==> src/rtl/rv_fifo_pkg.sv <==
// rv_fifo_pkg: shared types package for ready/valid datapath blocks.
// Contents:
//   ARCH_WIDTH  default payload width used by ready/valid blocks
//   is_pow2()   elaboration-time helper for power-of-two parameter checks
package rv_fifo_pkg;

  localparam int ARCH_WIDTH = 32;

  function automatic bit is_pow2(input int unsigned v);
    return (v != 0) && ((v & (v - 1)) == 0);
  endfunction

endpackage

==> src/rtl/rv_if.sv <==
// rv_if: ready/valid handshake bundle.
// Signals:
//   valid  producer -> consumer, data is meaningful
//   data   producer -> consumer, DW-bit payload
//   ready  consumer -> producer, beat can be taken
// Modports: TX (producer side), RX (consumer side).
interface rv_if #(
  parameter int DW = 32
) ();
  logic          valid;
  logic [DW-1:0] data;
  logic          ready;

  modport TX (output valid, output data, input ready);
  modport RX (input valid, input data, output ready);
endinterface

==> src/rtl/rv_fifo_mem.sv <==
// rv_fifo_mem: DEPTH x DW register array, synchronous write, asynchronous read.
// Contents are never reset.
// Ports:
//   clk    clock
//   we     write enable
//   waddr  write index
//   wdata  write payload
//   raddr  read index
//   rdata  read payload (combinational from raddr)
module rv_fifo_mem #(
  parameter int DW    = 32,
  parameter int DEPTH = 4,
  localparam int AW   = $clog2(DEPTH)
) (
  input  logic          clk,
  input  logic          we,
  input  logic [AW-1:0] waddr,
  input  logic [DW-1:0] wdata,
  input  logic [AW-1:0] raddr,
  output logic [DW-1:0] rdata
);

  logic [DW-1:0] mem [DEPTH];

  always_ff @(posedge clk) begin
    if (we) mem[waddr] <= wdata;
  end

  assign rdata = mem[raddr];

endmodule

==> src/rtl/rv_fifo.sv <==
// rv_fifo: single-clock ready/valid FIFO with occupancy and status flags.
// Build option: define RV_FIFO_BYPASS_EN to let a beat arriving at an empty
// FIFO pass straight from in to out in the same cycle when out is ready.
// Ports:
//   clk          clock, all state on rising edge
//   rst          synchronous active-high reset
//   flush        synchronous clear of all entries (wins over push/pop)
//   in           producer side (valid/data in, ready out)
//   out          consumer side (valid/data out, ready in)
//   count        occupancy 0..DEPTH
//   full, empty, almost_full  status flags decoded from count
module rv_fifo
  import rv_fifo_pkg::*;
#(
  parameter int DW       = ARCH_WIDTH,
  parameter int DEPTH    = 4,
  parameter int AF_LEVEL = DEPTH - 1,
  localparam int AW      = $clog2(DEPTH),
  localparam int PW      = AW + 1
) (
  input  logic          clk,
  input  logic          rst,
  input  logic          flush,
  rv_if.RX              in,
  rv_if.TX              out,
  output logic [PW-1:0] count,
  output logic          full,
  output logic          empty,
  output logic          almost_full
);

  if (DEPTH < 2 || !is_pow2(DEPTH)) begin : g_depth_chk
    $fatal(1, "rv_fifo: DEPTH must be a power of two and at least 2");
  end
  if (AF_LEVEL < 1 || AF_LEVEL > DEPTH) begin : g_af_chk
    $fatal(1, "rv_fifo: AF_LEVEL must lie in 1..DEPTH");
  end

  // Extra MSB on each pointer is the wrap bit: equal pointers mean empty,
  // equal index with differing wrap bits means full.
  logic [PW-1:0] wr_ptr;
  logic [PW-1:0] rd_ptr;
  logic [DW-1:0] rd_data;
  logic          push;
  logic          pop;

  assign empty       = (count == '0);
  assign full        = (count == PW'(DEPTH));
  assign almost_full = (count >= PW'(AF_LEVEL));

  // in.ready depends only on registered occupancy, never on out.ready.
  assign in.ready = !full;
  assign pop      = !empty && out.ready;

`ifdef RV_FIFO_BYPASS_EN
  logic bypass;
  // A bypassed beat is consumed directly and never touches storage.
  assign bypass    = empty && in.valid && out.ready;
  assign push      = in.valid && !full && !bypass;
  assign out.valid = !empty || in.valid;
  assign out.data  = empty ? in.data : rd_data;
`else
  assign push      = in.valid && !full;
  assign out.valid = !empty;
  assign out.data  = rd_data;
`endif

  always_ff @(posedge clk) begin
    if (rst || flush) begin
      wr_ptr <= '0;
      rd_ptr <= '0;
      count  <= '0;
    end else begin
      if (push) wr_ptr <= wr_ptr + PW'(1);
      if (pop)  rd_ptr <= rd_ptr + PW'(1);
      case ({push, pop})
        2'b10:   count <= count + PW'(1);
        2'b01:   count <= count - PW'(1);
        default: count <= count;
      endcase
    end
  end

  rv_fifo_mem #(
    .DW    (DW),
    .DEPTH (DEPTH)
  ) u_mem (
    .clk   (clk),
    .we    (push),
    .waddr (wr_ptr[AW-1:0]),
    .wdata (in.data),
    .raddr (rd_ptr[AW-1:0]),
    .rdata (rd_data)
  );

endmodule

==> src/flat_wrapper.sv <==
// flat-port wrapper written by rule: the top's interface ports become plain ports
module rv_fifo_flat import rv_fifo_pkg::*;
#(
  parameter int DW       = ARCH_WIDTH,
  parameter int DEPTH    = 4,
  parameter int AF_LEVEL = DEPTH - 1,
  localparam int AW      = $clog2(DEPTH),
  localparam int PW      = AW + 1
)
  (clk, rst, flush, count, full, empty, almost_full, in_valid, in_data, in_ready, out_valid, out_data, out_ready);
  rv_if #(.DW(DW)) in_i ();
  rv_if #(.DW(DW)) out_i ();
  input  logic clk;
  input  logic rst;
  input  logic flush;
  output logic [PW-1:0] count;
  output logic full;
  output logic empty;
  output logic almost_full;
  input wire logic [$bits(in_i.valid)-1:0] in_valid;
  input wire logic [$bits(in_i.data)-1:0] in_data;
  output wire logic [$bits(in_i.ready)-1:0] in_ready;
  output wire logic [$bits(out_i.valid)-1:0] out_valid;
  output wire logic [$bits(out_i.data)-1:0] out_data;
  input wire logic [$bits(out_i.ready)-1:0] out_ready;
  assign in_i.valid = in_valid;
  assign in_i.data = in_data;
  assign in_ready = in_i.ready;
  assign out_valid = out_i.valid;
  assign out_data = out_i.data;
  assign out_i.ready = out_ready;
  rv_fifo #(.DW(DW), .DEPTH(DEPTH), .AF_LEVEL(AF_LEVEL)) u_core (.clk(clk), .rst(rst), .flush(flush), .in(in_i), .out(out_i), .count(count), .full(full), .empty(empty), .almost_full(almost_full));
endmodule
==> config.mk <==
export PLATFORM = sky130hd
export DESIGN_NAME = rv_fifo_flat
export DESIGN_NICKNAME = d
export VERILOG_FILES = /design/src/rtl/rv_fifo_pkg.sv /design/src/rtl/rv_if.sv /design/src/rtl/rv_fifo_mem.sv /design/src/rtl/rv_fifo.sv /design/src/flat_wrapper.sv
export SDC_FILE = /design/constraint.sdc
export NUM_CORES = 1
export LEC_CHECK = 0
export ABC_AREA = 1
export BUFFER_PORTS_ARGS = -buffer_cell sky130_fd_sc_hd__buf_2
export CORE_MARGIN = 5
export CORE_UTILIZATION = 62
export DETAILED_ROUTE_END_ITERATION = 8
export PLACE_DENSITY = 0.88
export SLEW_MARGIN = 20
export SYNTH_ARGS = -nofsm -noshare
export SYNTH_HDL_FRONTEND = slang
export SYNTH_HIERARCHICAL = 1
export SYNTH_SLANG_ARGS = --single-unit
==> constraint.sdc <==
create_clock -name clk -period 6.8 [get_ports clk]
set_input_delay 0.68 -clock clk [delete_from_list [all_inputs] [get_ports clk]]
set_output_delay 0.68 -clock clk [all_outputs]
set_load 0.03 [all_outputs]
## Yosys cells after proc, flatten, opt, wreduce, memory -nomap -nowiden

Memories as Yosys holds them, arrays and structs flattened. A register that Yosys moved wholly into a read port is not among the register bits.
Cells that the tools add are included.

| storage, ports and cells | value |
|---|---|
| register bits after elaboration | 9 |
| latch bits | 0 |
| memory bits (writable) | 128 |
| bits in read-only memories | 0 |
| input bits | 37 |
| output and inout port bits | 40 |
| logic and storage cells | 24 |
| memories kept | 1 |

Memory list:

| name | depth | width | rd ports | clocked after memory_dff | write ports | RTL line | RTL |
|---|---|---|---|---|---|---|---|
| u_core.u_mem.mem | 4 | 32 | 1 | 1 | 1 | rv_fifo_mem.sv:23 | `logic [DW-1:0] mem [DEPTH];` |

| operators by class | value |
|---|---|
| add/subtract/negate cells | 4 |
| multiply operators | 0 |
| divide/modulo/power cells | 0 |
| $lt $le $gt $ge | 1 |
| equal/unequal tests | 3 |
| shift operators | 0 |
| mux-type cells | 5 |
| bitwise operators | 0 |
| reductions and logical operators | 7 |

Operators with widths:

| kind | number |
|---|---|
| $add 3x1->3 const B | 3 |
| $pmux 3 s2 | 1 |
| $mux 2 | 2 |
| $eq 3x3->1 const B | 1 |
| $ge 3x2->1 const B | 1 |
| $logic_not 3->1 | 1 |
| $sub 3x1->3 const B | 1 |
| $eq 2x1->1 const B | 1 |
| $eq 2x2->1 const B | 1 |
| $logic_and 1x1->1 | 2 |
| $logic_not 1->1 | 2 |
| $mux 1 | 2 |
| $reduce_bool 2->1 | 1 |
| $logic_or 1x1->1 | 1 |

## Longest topological paths before layout

| logic depth | value |
|---|---|
| depth after elaboration | 5 |
| gate-level depth with buffers | 13 |

## By module

The synthesis kept the hierarchy.

Modules (own cells, without submodules):

| module | times used | cells each | area an instance (um2) | sequential area each (um2) |
|---|---|---|---|---|
| rv_fifo_mem | 1 | 509 | 5437.7 | 3843.7 |
| rv_fifo | 1 | 62 | 434.2 | 140.1 |

## Worst setup path after synthesis

Ideal clock, no wire load.

| timing | value |
|---|---|
| path type | register to register |
| from | register u_core.count[0] |
| to | memory u_core.u_mem.mem[1][0] (enable) |
| setup time | 0.461 ns |
| arrival time | 3.217 ns |
| path slack | 3.122 ns |
| stages on the path, launching flop included | 7 |
| cells stage by stage | dfxtp_1 nor2_4 nand2_4 nand2_4 inv_2 inv_1 nor3_1 |

| between the ends | value |
|---|---|
| word-level cells in the longest chain between the ends | 5 |

RTL lines:

| element | RTL line | RTL |
|---|---|---|
| start: declaration | rv_fifo.sv:26 | `output logic [PW-1:0] count,` |
| start signal: assignment | rv_fifo.sv:77 | `2'b10: count <= count + PW'(1);` |
| start signal: assignment | rv_fifo.sv:78 | `2'b01: count <= count - PW'(1);` |
| start signal: assignment | rv_fifo.sv:79 | `default: count <= count;` |
| $eq 3x3->1 | rv_fifo.sv:48 | `assign full = (count == PW'(DEPTH));` |
| $logic_not 1->1 | n/a |  |
| via in_ready | flat_wrapper.sv:22 | `output wire logic [$bits(in_i.ready)-1:0] in_ready;` |
| $logic_and 1x1->1 | rv_fifo.sv:63 | `assign push = in.valid && !full;` |
| via u_core.push | rv_fifo.sv:44 | `logic push;` |
| $mux 1 | rv_fifo_mem.sv:26 | `if (we) mem[waddr] <= wdata;` |
| $mux 1 (not written as such) | rv_fifo_mem.sv:26 |  |
| end: declaration | rv_fifo_mem.sv:23 |  |

The timed path passes the listed nets, and every way through them passes these cells.

==> results by group <==
Worst setup path
  – Worst setup SP type: register
  – Slowest library cell on the worst path: inv_2
  – Worst Path Class, Setup: reg2out
  – Data required time at the worst endpoint: 6.12 ns
  – Slowest Stage Delay on Critical Path: between 0.7 and 0.8 ns
  – Cell type group with the largest total delay on the critical path: buffers and inverters
  – Data arrival time of the worst path: about 2.2 ns
  – Type of destination of the critical path: output port
  – Cell count along the critical path: 5
  – Cells on worst reg2reg path: 12
  – Maximum fanout along the worst path: between 60 and 70
  – Buffer and inverter count on the worst path: 2
  – Crit-path cells: inv_2 > nand2_1 > nand3_1 > nand2_1 > buf_2
  – Cell mode on critical path: nand2_1

Finish
  – Fill cell count: around 560
  – Sequential cell area: about 4000 um^2
  – Layout Nets: between 600 and 700
  – Diodes inserted: 0
  – Area occupied by multi-input gates: about 1200 um^2
  – Post-layout util: 0.752
  – Ratio of cells with drive above 1 in the final layout: 0.203
  – Area growth from synthesis to final layout: 18.4%

Power
  – Peak ir drop on the vdd network: 0.270 mV
  – Reported leakage power: between 3 and 4 nW
  – Reported net switching power: approximately 450 uW
  – Sequential power share: 0.473
  – Power share of the clock group: 0.452
  – Power density over cell area: 286 nW/um^2
  – Cell-internal power: roughly 1.5 mW
  – Combinational power share: 0.075
  – Switch share: 0.228
  – Power consumption: roughly 2.0 mW

Status
  – Result of the run: completed

STA
  – Final Setup Violations: 0
  – Highest clock rate: 346 MHz
  – Measured slew at the worst slew-check pin: between 1 and 1.5 ns
  – Count of endpoints failing hold in the final timing report: 0
  – Tcrit/Tclk final: 0.426
  – Worst slew margin relative to its limit: 0.258
  – Sum of negative setup slack: 0 ns
  – Max-slew violation count: 0
  – Min cycle time layout: roughly 2.9 ns
  – Worst Skew: around 0.017 ns
  – RSZ-0062 raised after global routing: false

Logic synthesis
  – Proportion of register bits with asynchronous set or reset after synthesis: 0
  – Mean post-synth cell area: approximately 10 um^2
  – Proportion of synthesized chip area in sequential cells: 0.678
  – EDFF count, synth: about 130
  – Mapped cell area: ~5900 um^2
  – Main area contributors after synthesis: edfxtp_1 (65%), nand2_1 (11%), inv_1 (9.2%), nand3_1 (5.9%), dfxtp_1 (2.4%)
  – Netlist cell types: 20
  – Total number of yosys warnings: 6
  – Syn_nets: 610
  – Biggest area consumer among synthesized cells: edfxtp_1
  – FF+latch count, synth: about 140
  – Count of mapped cells out of synthesis: 571
  – Area share of the leading cell type in the synthesized netlist: 0.655
  – Most used flip-flop cell after synthesis: edfxtp_1

Floorplan
  – Starting density of the core: 0.635
  – Y dimension of the die: between 100 and 150 um
  – Floorplan die width: approximately 110 um
  – Area of the die: ~12000 um^2
  – Top Ports: 77
  – Area of the core: around 9200 um^2
  – Row cnt: 35

Detailed routing
  – Number of design rule violations left after detail routing: 0
  – Detailed-route vias per instance: between 5 and 6
  – Number of nets with antenna violations after routing: 0
  – Total via count after detailed routing: 4069
  – Number of detailed-route iterations in the first pass: 5
  – Final routed wire length divided by cell count: 15.3 um
  – DRT iter0 DRCs: approximately 350
  – DRT Wirelength: between 10000 and 15000 um

Global route
  – Global-route wire length before repair: ~19000 um
  – Total routing usage reported by global routing: 0.222
  – Initial antenna violation count: 0
  – Number of global-route vias before repair: between 4k and 5k
  – Largest net degree at the start of global routing: just under 70
  – Final global-route overflow total: 0

Clock tree
  – CTS max path bufs: 2
  – Hold-fix buffers at CTS: 0
  – Latest clock arrival within the worst-skew pair: 0.52 ns
  – Clock tree from TritonCTS: done
  – Clock buffers created by TritonCTS: 17
  – # Post-CTS Setup Buffers: 0
  – Gates resized, CTS repair: 0
  – Count of clock tree sinks: 135
  – H-tree levels: 4
  – Clock transition at the registers of the reported paths: ~0.060 ns
  – Clk root buf: clkbuf_8

Worst hold path
  – Hold path depth: 1
  – Worst hold path class: in2reg

Flow run
  – Number of max-cap violations: 0

Place
  – Count of buffers inserted at the top-level ports: between 70 and 80
  – Weighted congestion reported at the end of routability-driven placement: 0.774
  – DP Wirelength: 7150 um
[cells in the final DEF (no fill, tap or decap), drive strengths merged, types with 4 or more instances in the layout]
| master | count |
|---|---|
| nor2 | 8 |
| nand3 | 69 |
| nand2 | 178 |
| inv | 152 |
| nor3 | 4 |
| clkinvlp | 5 |
| buf | 87 |
| clkbuf | 18 |
| a21oi | 4 |
| edfxtp | 128 |
| dfxtp | 7 |
[synthesized netlist by cell type, types with 3 or more instances]
cell        n
buf_4       4
buf_6       7
buf_2       9
inv_1     144
nand2_4     3
nor3_1      4
nand3_1    69
dfxtp_1     7
inv_2       4
edfxtp_1  128
o21ai_0     3
nand2_1   173
nor2_1      5
[through the flow]
stage,setup slack (ns),cell area [um^2],hold slack (ns),std cells
2_1_floorplan,3.12,5870,0.486,571
3_3_place_gp,4.58,6360,0.500,767
3_5_place_dp,4.50,6360,0.511,767
4_1_cts,3.94,6950,0.351,798
5_1_grt,3.81,6950,0.359,798
6_report,3.91,6950,0.371,798
[area by class of cell]
class	count	area share
multi-input combinational	268	0.172
clock inverter	13	0.0247
inverter	148	0.0799
tap	129	0.0232
sequential	135	0.573
timing repair buffer	87	0.0666
clock buffer	18	0.0601
[power groups by stage]
stage	Sequential, mW	Clock, mW	Combinational, mW
after floorplan	0.959	0	0.0945
after global placement	0.956	0	0.143
after detailed placement	0.957	0	0.148
after CTS	0.940	0.911	0.151
after global routing	0.941	0.957	0.164
final	0.940	0.898	0.150
[final timing paths]
kind	from	end	slack (ns)
max	u_core/rd_ptr[0]	out_data[4]	3.91
min	in_data[5]	u_core/u_mem/mem[3][5]	0.37
max reg2reg	u_core/count[0]	u_core/count[2]	5.03
min reg2reg	u_core/count[0]	u_core/count[0]	0.52
[flip-flops by register name, indices dropped and copies added (netlist names)]
signal / count
u_core/wr_ptr: 2
u_core/count: 3
u_core/rd_ptr: 2
u_core/u_mem/mem: 128
[kinds of logic after synthesis]
kind of cell | count (synthesis) | share of synthesized area
AND/OR/NAND/NOR | 259 | 0.188
buffers and inverters | 168 | 0.121
flip-flops | 135 | 0.678
AO/OA/AOI/OAI | 7 | 0.00724
adder cells (fa/ha/maj) | 2 | 0.00554
[layer usage]
| layer | up-vias | share of wire | track usage |
|---|---|---|---|
| met5 | - | 0 | 0 |
| li1 | 1949 | - | - |
| met2 | 184 | 0.53 | 0.399 |
| met1 | 1910 | 0.38 | 0.245 |
| met4 | 0 | 0.024 | 0.103 |
| met3 | 26 | 0.074 | 0.0582 |
(Power assumes the default switching activity.)
